File: config.mk
export PLATFORM = sky130hd
export DESIGN_NAME = borrow_bypass_subtractor_seq
export DESIGN_NICKNAME = d
export VERILOG_FILES = /design/src/rtl/borrow_bypass_subtractor_seq.sv
export SDC_FILE = /design/constraint.sdc
export NUM_CORES = 1
export LEC_CHECK = 0
export CAP_MARGIN = 20
export CORE_MARGIN = 2
export CORE_UTILIZATION = 50
export DETAILED_ROUTE_END_ITERATION = 10
export PLACE_DENSITY_LB_ADDON = 0.05
export SYNTH_ARGS = -nofsm -noshare
export SYNTH_HDL_FRONTEND = slang
export SYNTH_SLANG_ARGS = --single-unit
File: constraint.sdc
create_clock -name clk -period 7.6 [get_ports clk]
set_clock_uncertainty 0.1 [all_clocks]
set_input_delay 1.14 -clock clk [delete_from_list [all_inputs] [get_ports clk]]
set_output_delay 1.14 -clock clk [all_outputs]
set_load 0.01 [all_outputs]
File: src/rtl/borrow_bypass_subtractor_seq.sv
// borrow_bypass_subtractor_seq
// Multi-cycle unsigned subtractor: diff = a - b - bin, one BLOCK-bit slice per
// cycle, LSB slice first. A slice whose minuend and subtrahend bits are all
// equal forwards its borrow-in directly to its borrow-out, and the number of
// such bypassed slices is reported with the result.
// Operands arrive on a valid/ready stream (accepted only in IDLE) and the
// result leaves on a valid/ready stream (offered only in DONE).

module borrow_bypass_subtractor_seq #(
    parameter int WIDTH = 8,
    parameter int BLOCK = 4
) (
    input  logic                               clk,
    input  logic                               rst_n,
    input  logic                               in_valid,
    output logic                               in_ready,
    input  logic [WIDTH-1:0]                   a,
    input  logic [WIDTH-1:0]                   b,
    input  logic                               bin,
    output logic                               out_valid,
    input  logic                               out_ready,
    output logic [WIDTH-1:0]                   diff,
    output logic                               bout,
    output logic [$clog2(WIDTH/BLOCK+1)-1:0]   byp_cnt
);

    localparam int NB = WIDTH / BLOCK;
    localparam int KW = (NB > 1) ? $clog2(NB) : 1;
    localparam int CW = $clog2(NB + 1);

    typedef enum logic [1:0] {
        ST_IDLE = 2'd0,
        ST_CALC = 2'd1,
        ST_DONE = 2'd2
    } state_t;

    state_t            state_r;
    state_t            state_nx_s;

    logic [KW-1:0]     k_r;
    logic [WIDTH-1:0]  a_r;
    logic [WIDTH-1:0]  b_r;
    logic              br_r;
    logic [WIDTH-1:0]  diff_r;
    logic              bout_r;
    logic [CW-1:0]     byp_r;
    logic              in_ready_r;
    logic              out_valid_r;

    logic              last_s;
    logic [WIDTH-1:0]  a_sh_s;
    logic [WIDTH-1:0]  b_sh_s;
    logic [BLOCK-1:0]  a_sl_s;
    logic [BLOCK-1:0]  b_sl_s;
    logic [BLOCK-1:0]  sl_d_s;
    logic              chain_s;
    logic              rip_bo_s;
    logic              prop_s;
    logic              sl_bo_s;
    logic [WIDTH-1:0]  diff_nx_s;

    assign last_s = (k_r == KW'(NB - 1));

    // Next-state decode for the IDLE -> CALC -> DONE sequence.
    always_comb begin
        state_nx_s = state_r;
        case (state_r)
            ST_IDLE: begin
                if (in_valid) begin
                    state_nx_s = ST_CALC;
                end else begin
                    state_nx_s = ST_IDLE;
                end
            end
            ST_CALC: begin
                if (last_s) begin
                    state_nx_s = ST_DONE;
                end else begin
                    state_nx_s = ST_CALC;
                end
            end
            ST_DONE: begin
                if (out_ready) begin
                    state_nx_s = ST_IDLE;
                end else begin
                    state_nx_s = ST_DONE;
                end
            end
            default: begin
                state_nx_s = ST_IDLE;
            end
        endcase
    end

    // Slice k: ripple borrow chain, slice propagate and bypass selection.
    always_comb begin
        a_sh_s   = a_r >> (int'(k_r) * BLOCK);
        b_sh_s   = b_r >> (int'(k_r) * BLOCK);
        a_sl_s   = a_sh_s[BLOCK-1:0];
        b_sl_s   = b_sh_s[BLOCK-1:0];
        sl_d_s   = {BLOCK{1'b0}};
        chain_s  = br_r;
        for (int i = 0; i < BLOCK; i++) begin
            sl_d_s[i] = a_sl_s[i] ^ b_sl_s[i] ^ chain_s;
            chain_s   = (~a_sl_s[i] & b_sl_s[i]) | (~(a_sl_s[i] ^ b_sl_s[i]) & chain_s);
        end
        rip_bo_s = chain_s;
        prop_s   = &(~(a_sl_s ^ b_sl_s));
        // With every bit pair equal the ripple chain just forwards br_r, so
        // both sources agree; the bypass path skips the chain entirely.
        if (prop_s) begin
            sl_bo_s = br_r;
        end else begin
            sl_bo_s = rip_bo_s;
        end
        diff_nx_s = diff_r;
        diff_nx_s[int'(k_r) * BLOCK +: BLOCK] = sl_d_s;
    end

    // State register plus registered handshake outputs derived from next state.
    always_ff @(posedge clk or negedge rst_n) begin
        if (!rst_n) begin
            state_r     <= ST_IDLE;
            in_ready_r  <= 1'b1;
            out_valid_r <= 1'b0;
        end else begin
            state_r     <= state_nx_s;
            in_ready_r  <= (state_nx_s == ST_IDLE);
            out_valid_r <= (state_nx_s == ST_DONE);
        end
    end

    // Operand capture, per-slice result write-back and bypass counting.
    always_ff @(posedge clk or negedge rst_n) begin
        if (!rst_n) begin
            k_r    <= {KW{1'b0}};
            a_r    <= {WIDTH{1'b0}};
            b_r    <= {WIDTH{1'b0}};
            br_r   <= 1'b0;
            diff_r <= {WIDTH{1'b0}};
            bout_r <= 1'b0;
            byp_r  <= {CW{1'b0}};
        end else begin
            case (state_r)
                ST_IDLE: begin
                    if (in_valid) begin
                        a_r    <= a;
                        b_r    <= b;
                        br_r   <= bin;
                        diff_r <= {WIDTH{1'b0}};
                        byp_r  <= {CW{1'b0}};
                        k_r    <= {KW{1'b0}};
                    end
                end
                ST_CALC: begin
                    diff_r <= diff_nx_s;
                    br_r   <= sl_bo_s;
                    if (prop_s) begin
                        byp_r <= byp_r + CW'(1);
                    end
                    if (last_s) begin
                        k_r    <= {KW{1'b0}};
                        bout_r <= sl_bo_s;
                    end else begin
                        k_r    <= k_r + KW'(1);
                    end
                end
                ST_DONE: begin
                    k_r <= {KW{1'b0}};
                end
                default: begin
                    k_r <= {KW{1'b0}};
                end
            endcase
        end
    end

    assign in_ready  = in_ready_r;
    assign out_valid = out_valid_r;
    assign diff      = diff_r;
    assign bout      = bout_r;
    assign byp_cnt   = byp_r;

endmodule

### After elaboration in Yosys (flattened, before gate mapping)

Cells that the tools add are included.

* add/subtract/negate cells: 3
* multiplexer cells: 16
* bitwise operators: 30
* equal/unequal tests: 5
* shift operators: 4
* reduce and logical (&&, ||, !) cells: 8

Operators by type and width (count)
* $neg A3 Y33: 1
* $shift A4 B33 Y8 const A: 1
* $shiftx A4 B33 Y8: 1
* $pmux W8 S2: 1
* $shr A8 B3 Y4: 2
* $and A1 B1 Y1: 8
* $bwmux W8: 1
* $mux W2: 4
* $mux W8: 1
* $not A1 Y1: 8
* $xor A1 B1 Y1: 8
* $pmux W2 S3: 1
* $reduce_and A2 Y1: 3
* $mux W1: 5
* $eq A2 B2 Y1 const B: 2
* $logic_not A2 Y1: 2
* $ne A2 B2 Y1 const B: 2
* $not A4 Y4: 1
* $or A1 B1 Y1: 4
* $pmux W1 S2: 2
* $pmux W2 S2: 1
* $reduce_and A4 Y1: 1
* $xor A4 B4 Y4: 1
* $reduce_and A3 Y1: 1
* other kinds (4): 4

* register bits after elaboration: 33
* output and inout port bits: 13
* logic and storage cells: 76
* input port bits: 21

### Depth between registers and ports, before layout

Gate-level depths: netlist of the first run.

* word-level depth: 13
* mapped depth: 11
* mapped depth without buffers: 9

### Worst setup path before layout of the first run

OpenSTA, ideal clock, no wires.

* path type: reg2reg
* start: reg k_r
* end: reg diff_r[3] (netlist: diff[3])
* library setup time: 0.066 ns
* buffers on the path: 2
* data arrival time: 2.795 ns
* required time: 7.434 ns
* period minus slack after synthesis: 2.962 ns
* slack: 4.638 ns
* cell stages (with the launch flop): 12
* cells stage by stage: dfrtp_1 -> buf_2 -> buf_2 -> mux2i_1 -> fa_1 -> inv_1 -> fa_1 -> fa_1 -> inv_1 -> fa_1 -> o31ai_1 -> a22o_1

* longest elaborated chain between the ends: 13
* elaborated cells on any way between the ends: 30
* those cells by class: add/sub (1); shift (4); mux (2); bitwise (23)

Ends and longest elaborated chain
* start, declared: line 40 `logic [KW-1:0] k_r;`
* start signal, assigned: line 136 `k_r <= {KW{1'b0}};`
* start signal, assigned: line 152 `k_r <= {KW{1'b0}};`
* start signal, assigned: line 162 `k_r <= {KW{1'b0}};`
* $shr A8 B3 Y4 (on tied branches): line 97, 98
* $xor A1 B1 Y1: line 104, 105
* $not A1 Y1: line 105 `chain_s = (~a_sl_s[i] & b_sl_s[i]) | (~(a_sl_s[i] ^ b_sl_s[i]) & chain_s);`
* $and A1 B1 Y1: line 105
* $or A1 B1 Y1: line 105
* $and A1 B1 Y1: line 105
* $or A1 B1 Y1: line 105
* $and A1 B1 Y1: line 105
* $or A1 B1 Y1: line 105
* $xor A1 B1 Y1: line 104 `sl_d_s[i] = a_sl_s[i] ^ b_sl_s[i] ^ chain_s;`
* $shiftx A4 B33 Y8: line 117 `diff_nx_s[int'(k_r) * BLOCK +: BLOCK] = sl_d_s;`
* $bwmux W8 *: line 117
* $pmux W8 S2 *: line 144 `case (state_r)`
* end signal, assigned: line 140 `diff_r <= {WIDTH{1'b0}};`
* end signal, assigned: line 150 `diff_r <= {WIDTH{1'b0}};`
* end signal, assigned: line 156 `diff_r <= diff_nx_s;`
* end, declared: line 44 `logic [WIDTH-1:0] diff_r;`

Every way passes the cells marked *; elsewhere a longest branch is shown, timed or not.
A chain may end at the register's enable or synchronous reset.

### Final worst setup path of the first run

Same ends and word-level chain as after synthesis.

==> results of run 1 <==
## tightest hold or removal path, cell delays in order (launching register included)
cell and delay, ns:
dfrtp_1 0.35, nand2_1 0.05, o21ai_0 0.07
## kinds of logic (layout without fill, tap and decap cells)
logic type                 Yosys count  in the layout  share of synthesized area
muxes                               26             26                      0.177
and+or+nand+nor                     20             20                     0.0750
AOI/OAI and AO/OA                   22             22                      0.106
DFF                                 33             33                      0.516
buffers and inverters               14             50                     0.0445
adders and majority gates            8              8                     0.0813
## metrics by stage
step	utilization	setup slack, ns	power [µW]	cells
floorplan	-	4.64	668	123
global placement	0.640	4.47	786	195
detailed placement	0.640	4.37	803	195
CTS	0.656	4.34	897	203
global route	0.656	4.17	965	203
finish	0.656	4.34	888	203
## area by class of cell
class | count | area, µm² | area share
Clock buffer | 8 | 48.8 | 0.0244
Tap cell | 44 | 55.1 | 0.0275
Timing Repair Buffer | 34 | 338 | 0.169
Inverter | 8 | 30.0 | 0.0150
Multi-Input combinational cell | 76 | 703 | 0.351
Sequential cell | 33 | 827 | 0.413
## power by group through the flow
stage | registers [µW] | clock network (µW) | logic, µW
finish | 344 | 91.8 | 452
global route | 357 | 102 | 506
CTS | 344 | 93.5 | 459
detailed placement | 348 | 0 | 455
global placement | 344 | 0 | 443
floorplan | 312 | 0 | 356
## registers in the layout, indices dropped and copies added (netlist names)
| register | count |
|---|---|
| diff | 8 |
| br_r | 1 |
| byp_cnt | 2 |
| in_ready | 1 |
| out_valid | 1 |
| state_r | 2 |
| bout | 1 |
| b_r | 8 |
| k_r | 1 |
| a_r | 8 |
## cells in the final DEF, fill, tap and decap left out, types with 2 or more instances in the layout
master	Yosys	final
nor2_1	4	4
o2bb2ai_1	2	2
mux2_2	18	18
a22o_1	8	8
nand2b_1	2	2
dfrtp_1	32	32
nand3_1	2	2
o31ai_1	2	2
clkbuf_1	1	3
mux2i_1	8	8
inv_1	8	8
o21ai_0	3	3
ha_1	4	4
clkbuf_4	0	5
fa_1	4	4
clkdlybuf4s50_1	0	33
nand2_1	5	5
## layer usage
layer,GRT usage,up-vias,part of all wire
met3,0.0384,7,0.043
met5,0,-,0
li1,-,505,-
met4,0.0932,0,0.021
met1,0.188,516,0.44
met2,0.290,27,0.50
## worst max-delay path by stage
stage and endpoint:
2_1_floorplan diff[3], 3_3_place_gp diff[3], 3_5_place_dp diff[3], 4_1_cts diff[3], 5_1_grt diff[3], 6_report diff[3]
==> metrics.md, run 1 <==
| Metric | Value |
|---|---|
| Setup bufs post-CTS | `0` |
| Tmin final | `3.26 ns` |
| Number of vias in the routed layout | `1055` |
| Crit start category | `flop` |
| Yosys reg bits | `33` |
| Max-slew violation count | `0` |
| WP buf/inv | `2` |
| EDFF count, synth | `0` |
| Die width | `between 60 and 70 µm` |
| Peak supply drop | `0.000197 V` |
| CP Class | `reg -> reg` |
| Antenna violations before repair | `0` |
| HP Start | `bout` |
| Reg-to-reg setup timing slack | `4.34 ns` |
| DIE AREA | `approximately 3700 µm²` |
| Fmax | `~300 MHz` |
| Internal power | `550 µW` |
| Gpl congestion | `0.727` |
| Gr usage total | `0.167` |
| Yosys warning total | `0` |
| Cell Rows | `20` |
| Clock slew at reported path FFs | `0.10 ns` |
| Critical path depth | `9` |
| Switching power of the nets | `338 µW` |
| Final ANT Viol Nets | `0` |
| Worst-Skew Late Latency | `0.33 ns` |
| Largest net degree at the start of global routing | `34` |
| LEAKAGE | `0.000876 µW` |
| Async SR Flop Fraction | `1.00` |
| TritonCTS Buffers | `5` |
| Seq pwr share | `0.388` |
| Pwr Density | `443 nW/µm²` |
| Ant. Diodes | `0` |
| Period utilization | `0.430` |
| CTS H-Tree Depth | `2` |
| Crit path cell chain | `mux2i_1 > fa_1 > inv_1 > fa_1 > fa_1 > inv_1 > fa_1 > o31ai_1 > a22o_1` |
| Worst R2R End | `diff[3]` |
| # hold bufs at CTS | `0` |
| HP Class | `reg -> reg` |
| Final WL | `2710 µm` |
| Fin Hold WS | `0.400 ns` |
| Most common cell in the netlist | `dfrtp_1` |
| First-pass GRT wire length | `~4400 µm` |
| Most used cell along the critical path | `fa_1` |
| CP max-delay cell | `dfrtp_1` |
| Syn Nets | `152` |
| Finished Cell Area | `2000 µm²` |
| Final Hold Viols | `0` |
| Vias per cell | `5.20` |
| Combinational fraction of design power | `0.509` |
| Crit path from | `k_r` |
| RSZ-0062 raised after global routing | `false` |
| Post-synth top cells | `32 x dfrtp_1, 18 x mux2_2, 8 x a22o_1, 8 x inv_1, 8 x mux2i_1` |
| Synth Instances | `123` |
| Mapped Area | `1600 µm²` |
| Max clock buf depth | `2` |
| Ys flop type | `dfrtp_1` |
| R2R Path Start | `k_r` |
| Worst path top cell family by delay | `adder cells` |
| DP Area | `1950 µm²` |
| Max Cap Violations | `0` |
| Worst Hold Depth | `2` |
| Worst Reg-to-Reg Cells | `9` |
| Final nets | `187` |
| Synth top area share | `0.500` |
| Worst-Margin Slew | `a little over 0.8 ns` |
| Worst-path maximum fanout | `19` |
| Area growth syn-to-layout | `25.0%` |
| WHS Endpoint | `bout` |
| Final setup vio count | `0` |
| Vias in the first global route | `1018` |
| Layout cells sized above 1 | `0.164` |
| Syn avg cell area | `roughly 13 µm²` |
| CTS tree | `yes` |
| Clock root buffer | `clkbuf_4` |
| Post-synth cell types | `32` |
| DRT Pass-1 Iters | `4` |
| Post-Route Setup TNS | `0 ns` |
| Relative slew margins | `0.456` |
| Outcome | `complete, no violations` |
| Drt wl/cell | `13.3 µm` |
| Clock power share | `0.103` |
| Crit path largest cell delay | `roughly 0.84 ns` |
| Cell taking the most area after synthesis | `dfrtp_1` |
| Final HPWL DP | `2010 µm` |
| Total grt overflow | `0` |
| Remaining DRCs | `0` |
| Worst setup EP type | `flop` |
| Ports | `34` |
| Core Area | `roughly 3000 µm²` |
| Seq/Total Area, Yosys | `0.516` |
| Post-cts sizing count | `0` |
| Initial core utilization | `0.525` |
| CTS Sinks | `33` |
| Sw Ratio | `0.381` |
| Drt initial violations | `20` |
| Die H | `60.6 µm` |
| I/O Buffers | `33` |
| Data arrival, critical path | `3.44 ns` |
| Critical Path RT | `7.78 ns` |
| Main area contributors after synthesis | `dfrtp_1 50%, mux2_2 13%, fa_1 5.0%` |
| FILL cells | `268` |
(Power assumes the default switching activity.)
==> inputs of run 2 (changes only) <==
Clock period 7.6 ns to 3.05 ns, I/O delays scaled along.
==> run 2 against run 1 <==
Against the previous run: clock-buffer cell count down 1; core utilization up 1.5 points; fmax up 13%; worst setup slack worse by 4.2 ns; largest power group unchanged; combinational power rose to 2.6 times the previous value.
==> metrics.md, run 2 (synthesized netlist as in run 1, its figures left out) <==
| Metric | Value |
|---|---|
| DIE AREA | `3670 µm²` |
| Worst Hold Depth | `2` |
| Clock slew at reported path FFs | `approximately 0.10 ns` |
| Final nets | `190` |
| Clock root buffer | `clkbuf_4` |
| CTS H-Tree Depth | `2` |
| Reg-to-reg setup timing slack | `0.17 ns` |
| Post-Route Setup TNS | `0 ns` |
| Ports | `34` |
| Max-slew violation count | `0` |
| Max Cap Violations | `0` |
| Drt initial violations | `42` |
| Footprint of the multi-input gates | `703 µm²` |
| Final setup vio count | `0` |
| Critical Path RT | `approximately 3.2 ns` |
| Finished Cell Area | `around 2000 µm²` |
| Worst-Skew Late Latency | `around 0.34 ns` |
| Final WL | `2840 µm` |
| Final Hold Viols | `0` |
| Pre-CTS setup slack | `0.0895 ns` |
| Final HPWL DP | `approximately 2200 µm` |
| CP Class | `reg -> reg` |
| RSZ-0062 raised after global routing | `false` |
| Max clock buf depth | `2` |
| First-pass GRT wire length | `4820 µm` |
| Die H | `60.6 µm` |
| Layout cells sized above 1 | `0.204` |
| Met3 WL | `roughly 140 µm` |
| Gr usage total | `0.180` |
| Relative slew margins | `0.610` |
| Top Layer Used | `met4` |
| TritonCTS Buffers | `5` |
| Final WS setup | `0.167 ns` |
| CP endpoint | `diff[3]` |
| I/O Buffers | `33` |
| Commonest cells after routing, fill and taps aside | `33 x clkdlybuf4s50_1, 31 x dfrtp_1, 18 x mux2_2` |
| Drt wl/cell | `roughly 14 µm` |
| Gpl congestion | `0.745` |
| Ant. Diodes | `0` |
| CTS tree | `yes` |
| Crit start category | `flop` |
| Crit path from | `k_r` |
| Worst-path maximum fanout | `12` |
| Total grt overflow | `0` |
| Worst-Margin Slew | `0.584 ns` |
| Outcome | `complete, no violations` |
| Number of vias in the routed layout | `between 1000 and 1500` |
| Vias in the first global route | `roughly 1100` |
| Largest net degree at the start of global routing | `34` |
| Fin Hold WS | `0.391 ns` |
| Remaining DRCs | `0` |
| FILL cells | `roughly 260` |
| Most common cell after layout, fill and taps aside | `clkdlybuf4s50_1` |
| CTS Sinks | `33` |
| Initial core utilization | `0.525` |
| Pwr Density | `approximately 1100 nW/µm²` |
| # hold bufs at CTS | `0` |
| Final ANT Viol Nets | `0` |
| R2R Path Start | `k_r` |
| Vias per cell | `about 5.2` |
| Routed length on met2 | `about 1400 µm` |
| DP Area | `1980 µm²` |
| Core Area | `3050 µm²` |
| Post-cts sizing count | `0` |
| Cell Rows | `20` |
| Antenna violations before repair | `0` |
| Die width | `60.6 µm` |
| Peak supply drop | `0.000512 V` |
| LEAKAGE | `0.000905 µW` |
| Period utilization | `0.945` |
| Worst Reg-to-Reg Cells | `9` |
| Area growth syn-to-layout | `27.8%` |
| Routed met1 length | `1230 µm` |
| FF+latch area | `828 µm²` |
| Tmin final | `2.88 ns` |
| Fmax | `347 MHz` |
| Worst setup EP type | `flop` |
| HP Class | `reg -> reg` |
| Setup bufs post-CTS | `0` |
| Data arrival, critical path | `3.06 ns` |
| Worst R2R End | `diff[3]` |
| DRT Pass-1 Iters | `4` |
==> run 2: cell count changes in the layout (fill, tap and decap cells not counted) <==
cell      delta
clkbuf_8     +2
buf_4        +3
dfrtp_1      -1
clkbuf_1     -3
clkinv_2     +1
dfrtp_2      +1
==> run 2: layer usage <==
layer,up-vias,global-route usage
li1,512,-
met1,516,0.229
met3,7,0.0448
met5,-,0
met2,29,0.289
met4,0,0.0839
==> run 2: how the worst min path moves through the flow <==
stage / startpoint / to / slack [ns]
6_report: bout / bout / 0.39
5_1_grt: b_r[7] / b_r[7] / 0.43
4_1_cts: bout / bout / 0.40
3_5_place_dp: bout / bout / 0.38
3_3_place_gp: diff[4] / diff[4] / 0.38
2_1_floorplan: rst_n / a_r[0] / 0.06
==> run 2: cell type report <==
| class | instances | area share |
|---|---|---|
| flip-flops and latches | 33 | 0.405 |
| multi-input cells | 76 | 0.344 |
| repair buffers | 37 | 0.176 |
| clock buffers | 7 | 0.0318 |
| well taps | 44 | 0.0269 |
| inverters | 8 | 0.0147 |
| clock inverters | 1 | 0.00244 |
==> run 2: critical path, stage by stage, from the launching register on <==
cell and delay (ns):
dfrtp_2 0.45, buf_4 0.21, mux2i_1 0.27, inv_1 0.09, fa_1 0.44, fa_1 0.37
inv_1 0.08, fa_1 0.44, o31ai_1 0.22, a22o_1 0.16
==> run 2: report_power, final <==
group	internal, µW	switching (µW)
sequential	651	177
clock	133	143
combinational	650	542
==> run 2: per-stage QoR <==
| stage | total power, µW | instances | utilization |
|---|---|---|---|
| 2_1_floorplan | 1670 | 123 | - |
| 3_3_place_gp | 2000 | 198 | 0.647 |
| 3_5_place_dp | 2040 | 198 | 0.647 |
| 4_1_cts | 2320 | 206 | 0.670 |
| 5_1_grt | 2500 | 206 | 0.670 |
| 6_report | 2300 | 206 | 0.670 |
==> RTL edit 1 (flow settings as in run 1) <==
Set the parameter `WIDTH` to 16 (it was 8).
--- a/src/rtl/borrow_bypass_subtractor_seq.sv
+++ b/src/rtl/borrow_bypass_subtractor_seq.sv
@@ -7,7 +7,7 @@
 // result leaves on a valid/ready stream (offered only in DONE).
 
 module borrow_bypass_subtractor_seq #(
-    parameter int WIDTH = 8,
+    parameter int WIDTH = 16,
     parameter int BLOCK = 4
 ) (
     input  logic                               clk,
Ports: changed (resized a, b, byp_cnt and diff); port bits go from 34 to 59. No check against the original RTL was run, so the function may have changed too.
==> RTL edit 1 against run 1 <==
Wire length rose by 98%; global-route usage is 2.2 points higher; sequential cell count grew 26; final cell count grew 67%; design area grew 83%; total power up 80%; utilization grew 0.39 points; area after synthesis up 79%; synthesized cell count rose by 63%; non-clock buffer count rose by 26; critical path depth is the same; setup slack got worse by 0.16 ns; first-iteration DRC count grew to 3.8 times the old value; critical path type unchanged; largest cell class unchanged; highest routed layer unchanged.
==> RTL edit 1: results (changes against run 1) <==
Antenna violations before repair = 0 (unchanged)
Grt met1 use = 0.2415 (was 0.1880)
Proportion of layout cells with a drive suffix above 1 = 0.1992 (was 0.1635)
Least-Margin Pin Slew = 0.7312 ns (was 0.8152 ns)
Vias in the first global route = 1842 (was 1018)
GR Util met2 = 0.2983 (was 0.2903)
Number of port buffers = 58 (was 33)
CTS buffer count = 9 (was 5)
GRT Util Overall = 0.1888 (was 0.1668)
Vias = 1834 (was 1055)
Largest net degree at the start of global routing = 60 (was 34)
Antenna diodes = 0 (unchanged)
YS warnings = 0 (unchanged)
Max H-tree Level = 3 (was 2)
Worst hold path type = register to register (unchanged)
Filler Cells Inserted = 447 (was 268)
Met3 Use GR = 0.04751 (was 0.03838)
Routed wire per std cell = 15.85 um (was 13.33 um)
Metal-1 WL = 2.289 mm (was 1.178 mm)
Reg clk slew, reported paths = 0.06 ns (was 0.10 ns)
Async S/R FF share, synth = 1.000 (unchanged)
Root Buffer = clkbuf_8 (was clkbuf_4)
DR iter-0 viols = 75 (was 20)
Unique masters post-synth = 38 (was 32)
Peak VDD IR = 0.2507 mV (was 0.1971 mV)
Dpl ws = 4.156 ns (was 4.366 ns)
Drt pass-1 iters = 4 (unchanged)
Later-pin clock latency in the skew report = 0.34 ns
CTS resizes = 0 (unchanged)
First-pass GRT wire length = 8.921 mm (was 4.381 mm)
Slowest Stage Delay on Critical Path = 0.78 ns (was 0.84 ns)
Crit-path max FO = 17 (was 19)
Leak = 0.001584 uW (was 0.0008765 uW)
Seq/Total Area, Yosys = 0.5148 (was 0.5164)
Kind of cell adding the most delay to the critical path = adder cells (unchanged)
Final GP Congestion = 0.8156 (was 0.7267)
Met2 WL = 2.616 mm (was 1.352 mm)
Highest routed layer = met4 (unchanged)
WP data arrival = 3.57 ns (was 3.44 ns)
Bufs on Longest Clock Path = 2 (unchanged)
Placed instance area = 3463 um^2 (was 1953 um^2)
Met3 WL = 275 um (was 117 um)
Nets = 311 (was 187)
Post-CTS setup buffers = 0 (unchanged)
Synth top area cells = dfrtp_1 (51%), mux2_2 (12%), mux4_1 (7.3%) (was dfrtp_1 (50%), mux2_2 (13%), fa_1 (5.0%))
Synth cell count leaders = dfrtp_1 (58), mux2_2 (30), inv_1 (11), ha_1 (9) (was dfrtp_1 (32), mux2_2 (18), a22o_1 (8), inv_1 (8), mux2i_1 (8))
P_int = 999.3 uW (was 549.5 uW)
Status = completed (unchanged)
Synth Net Count = 250 (was 152)
Post-DP HPWL = 3.818 mm (was 2.005 mm)
==> RTL edit 1: changes by cell type after synthesis, sizes merged, moves of 3 or more <==
cell	change
inv	+3
a21oi	+3
mux2	+15
a21o	+3
mux2i	-5
buf	+3
dfrtp	+26
ha	+5
nand2b	+3
mux4	+8
o2bb2ai	+6
==> RTL edit 1: area by class of cell <==
cell class                 count  area [um^2]  area share
multi-input combinational    120         1264      0.3458
timing repair buffer          60        590.6      0.1616
clock buffer                  15        186.4     0.05101
tap                           72        90.09     0.02465
clock inverter                 1        5.005    0.001369
inverter                      11        41.29     0.01130
sequential                    59         1478      0.4043
==> RTL edit 1: cells by family after synthesis <==
family	count (synthesis)	synth area share
mux	44	0.2132
flops	59	0.5148
fa+ha+maj	13	0.06713
simple gates	32	0.07933
buf+inv	21	0.04490
compound gates	31	0.08065
==> RTL edit 1: final timing paths <==
kind / cells after the start / slack [ns] / startpoint / to
max: 9 / 4.18 / k_r[0] / diff[3]
min: 1 / 0.38 / b_r[7] / b_r[7]
max reg2reg: 9 / 4.18 / k_r[0] / diff[3]
min reg2reg: 1 / 0.38 / b_r[7] / b_r[7]
max in group asynchronous: 2 / 6.06 / rst_n / b_r[12]
min in group asynchronous: 2 / 0.85 / rst_n / diff[7]
==> RTL edit 1: metrics by stage <==
step,utilization,instances
2_1_floorplan,-,200
3_3_place_gp,0.6251,322
3_5_place_dp,0.6251,322
4_1_cts,0.6597,338
5_1_grt,0.6597,338
6_report,0.6597,338
==> RTL edit 1: power by group through the flow <==
stage,logic (uW),registers [uW],clock network (uW)
floorplan,567,520,0
global placement,748,569,0
detailed placement,771,570,0
CTS,775,565,278
global route,847,584,291
finish,765,560,272
==> RTL edit 2 (settings of run 1) <==
Made on the original files. Re-encode `state_t` (3 states) as one-hot, 3 bits wide.
--- a/src/rtl/borrow_bypass_subtractor_seq.sv
+++ b/src/rtl/borrow_bypass_subtractor_seq.sv
@@ -28,10 +28,10 @@
     localparam int KW = (NB > 1) ? $clog2(NB) : 1;
     localparam int CW = $clog2(NB + 1);
 
-    typedef enum logic [1:0] {
-        ST_IDLE = 2'd0,
-        ST_CALC = 2'd1,
-        ST_DONE = 2'd2
+    typedef enum logic [2:0] {
+        ST_IDLE = 3'b001,
+        ST_CALC = 3'b010,
+        ST_DONE = 3'b100
     } state_t;
 
     state_t            state_r;
Function: no difference found for any inputs over 10 cycles, from zero or initial values and one cycle with rst_n low; not proved beyond that.
==> RTL edit 2 against run 1 <==
Via count rose by 17%; wire length rose by 22%; combinational power fell by 13%; utilization fell by 1.9 points; non-clock buffer count did not move; first-iteration DRC count rose to 3.1 times the old value; setup slack improved by 0.25 ns; die area rose by 8.6%; total power fell by 9.2%; area after synthesis rose by 9.2%; sequential cell count rose by 1; maximum frequency rose by 8.2%; design area rose by 6.2%.
==> RTL edit 2: results (changes against run 1) <==
Unique masters post-synth = 34 (was 32)
Synth cell count leaders = nand2_1 (54), dfrtp_1 (32), mux2i_1 (8), inv_1 (7), buf_2 (6) (was dfrtp_1 (32), mux2_2 (18), a22o_1 (8), inv_1 (8), mux2i_1 (8))
Kind of cell adding the most delay to the critical path = adder cells (unchanged)
GRT Util Overall = 0.1853 (was 0.1668)
Nets = 226 (was 187)
Placed instance area = 2081 um^2 (was 1953 um^2)
Adder-cell area share of the yosys netlist = 0.07439 (was 0.08125)
Synth top area cells = dfrtp_1 (46%), nand2_1 (12%), fa_1 (4.6%) (was dfrtp_1 (50%), mux2_2 (13%), fa_1 (5.0%))
CP max-delay cell = dfrtp_1 (unchanged)
DR iter-0 viols = 61 (was 20)
Complex-gate fraction of the synthesized area = 0.06867 (was 0.1062)
Status = completed (unchanged)
Proportion of layout cells with a drive suffix above 1 = 0.1117 (was 0.1635)
First-pass GRT wire length = 5.740 mm (was 4.381 mm)
Vias = 1233 (was 1055)
Peak VDD IR = 0.1822 mV (was 0.1971 mV)
Multiplexer share of the synthesized area = 0.06724 (was 0.1766)
Slowest Stage Delay on Critical Path = 0.74 ns (was 0.84 ns)
Rel. slew slack = 0.5970 (was 0.4560)
Placed cells = 236 (was 195)
Hold slack = 0.3815 ns (was 0.3996 ns)
Max Freq = 0.3316 GHz (was 0.3063 GHz)
Leak = 0.0009889 uW (was 0.0008765 uW)
Final WL = 3.292 mm (was 2.707 mm)
Filler Cells Inserted = 284 (was 268)
Area growth syn-to-layout = 21.53% (was 25.00%)
R2R setup slack = 4.58 ns (was 4.34 ns)
Post-DP HPWL = 2.412 mm (was 2.005 mm)
Routed wire per std cell = 13.55 um (was 13.33 um)
Crit-path max FO = 16 (was 19)
Seq/Total Area, Yosys = 0.4878 (was 0.5164)
Root Buffer = clkbuf_4 (unchanged)
Antenna diodes = 0 (unchanged)
Final GP Congestion = 0.7905 (was 0.7267)
WP data arrival = 3.17 ns (was 3.44 ns)
Largest net degree at the start of global routing = 35 (was 34)
Synth Net Count = 195 (was 152)
Async S/R FF share, synth = 1.000 (unchanged)
YS warnings = 0 (unchanged)
Drt pass-1 iters = 4 (unchanged)
Cells after synthesis = 166 (was 123)
-- RTL edit 2: changes by cell type after synthesis, moves of 2 or more --
cell	before	now
nand2_1	5	54
mux2_2	18	2
a22o_1	8	2
a21oi_1	1	5
nand3_2	0	4
nand3b_1	1	5
buf_2	3	6
and4bb_2	0	2
nand3_1	2	0
nor3b_1	0	2
o21ai_0	3	1
o21ai_2	0	2
o31ai_1	2	0
-- RTL edit 2: worst reg2reg max path, stage by stage, from the launching register on --
cell and delay (ns):
dfrtp_1 0.74, mux2i_1 0.39, fa_1 0.23, inv_1 0.05, fa_1 0.37, fa_1 0.38
inv_1 0.08, fa_1 0.45, o2bb2ai_1 0.16
-- RTL edit 2: routing by layer --
metal  vias up  track usage  part of all wire
met5         -            0                 0
met3         4      0.05179             0.061
li1        608            -                 -
met2        39       0.2992              0.49
met1       582       0.2423              0.44
met4         0      0.05833             0.010
-- RTL edit 2: power breakdown --
part	internal, uW	switching (uW)	leakage [uW]
Combinational	190	205	0.000530
Clock	34.9	55.1	0.0000254
Sequential	255	65.8	0.000434
-- RTL edit 2: cell families after synthesis --
family | after synthesis
simple gates | 80
flops | 34
buf+inv | 17
compound gates | 16
mux | 11
fa+ha+maj | 8
-- RTL edit 2: cell type report --
type                            count  area share
Sequential cell                    34      0.4014
Tap cell                           46     0.02707
Clock buffer                        7     0.02119
Timing Repair Buffer               34      0.1589
Inverter                            7     0.01236
Multi-Input combinational cell    115      0.3790
-- RTL edit 2: path summary, 6_finish.rpt --
check	to	cells past startpoint	startpoint
setup / recovery	diff[7]	8	k_r
hold / removal	a_r[4]	2	a_r[4]
setup reg to reg	diff[7]	8	k_r
hold reg to reg	a_r[4]	2	a_r[4]
max in group asynchronous	in_ready	2	rst_n
min in group asynchronous	state_r[2]	2	rst_n
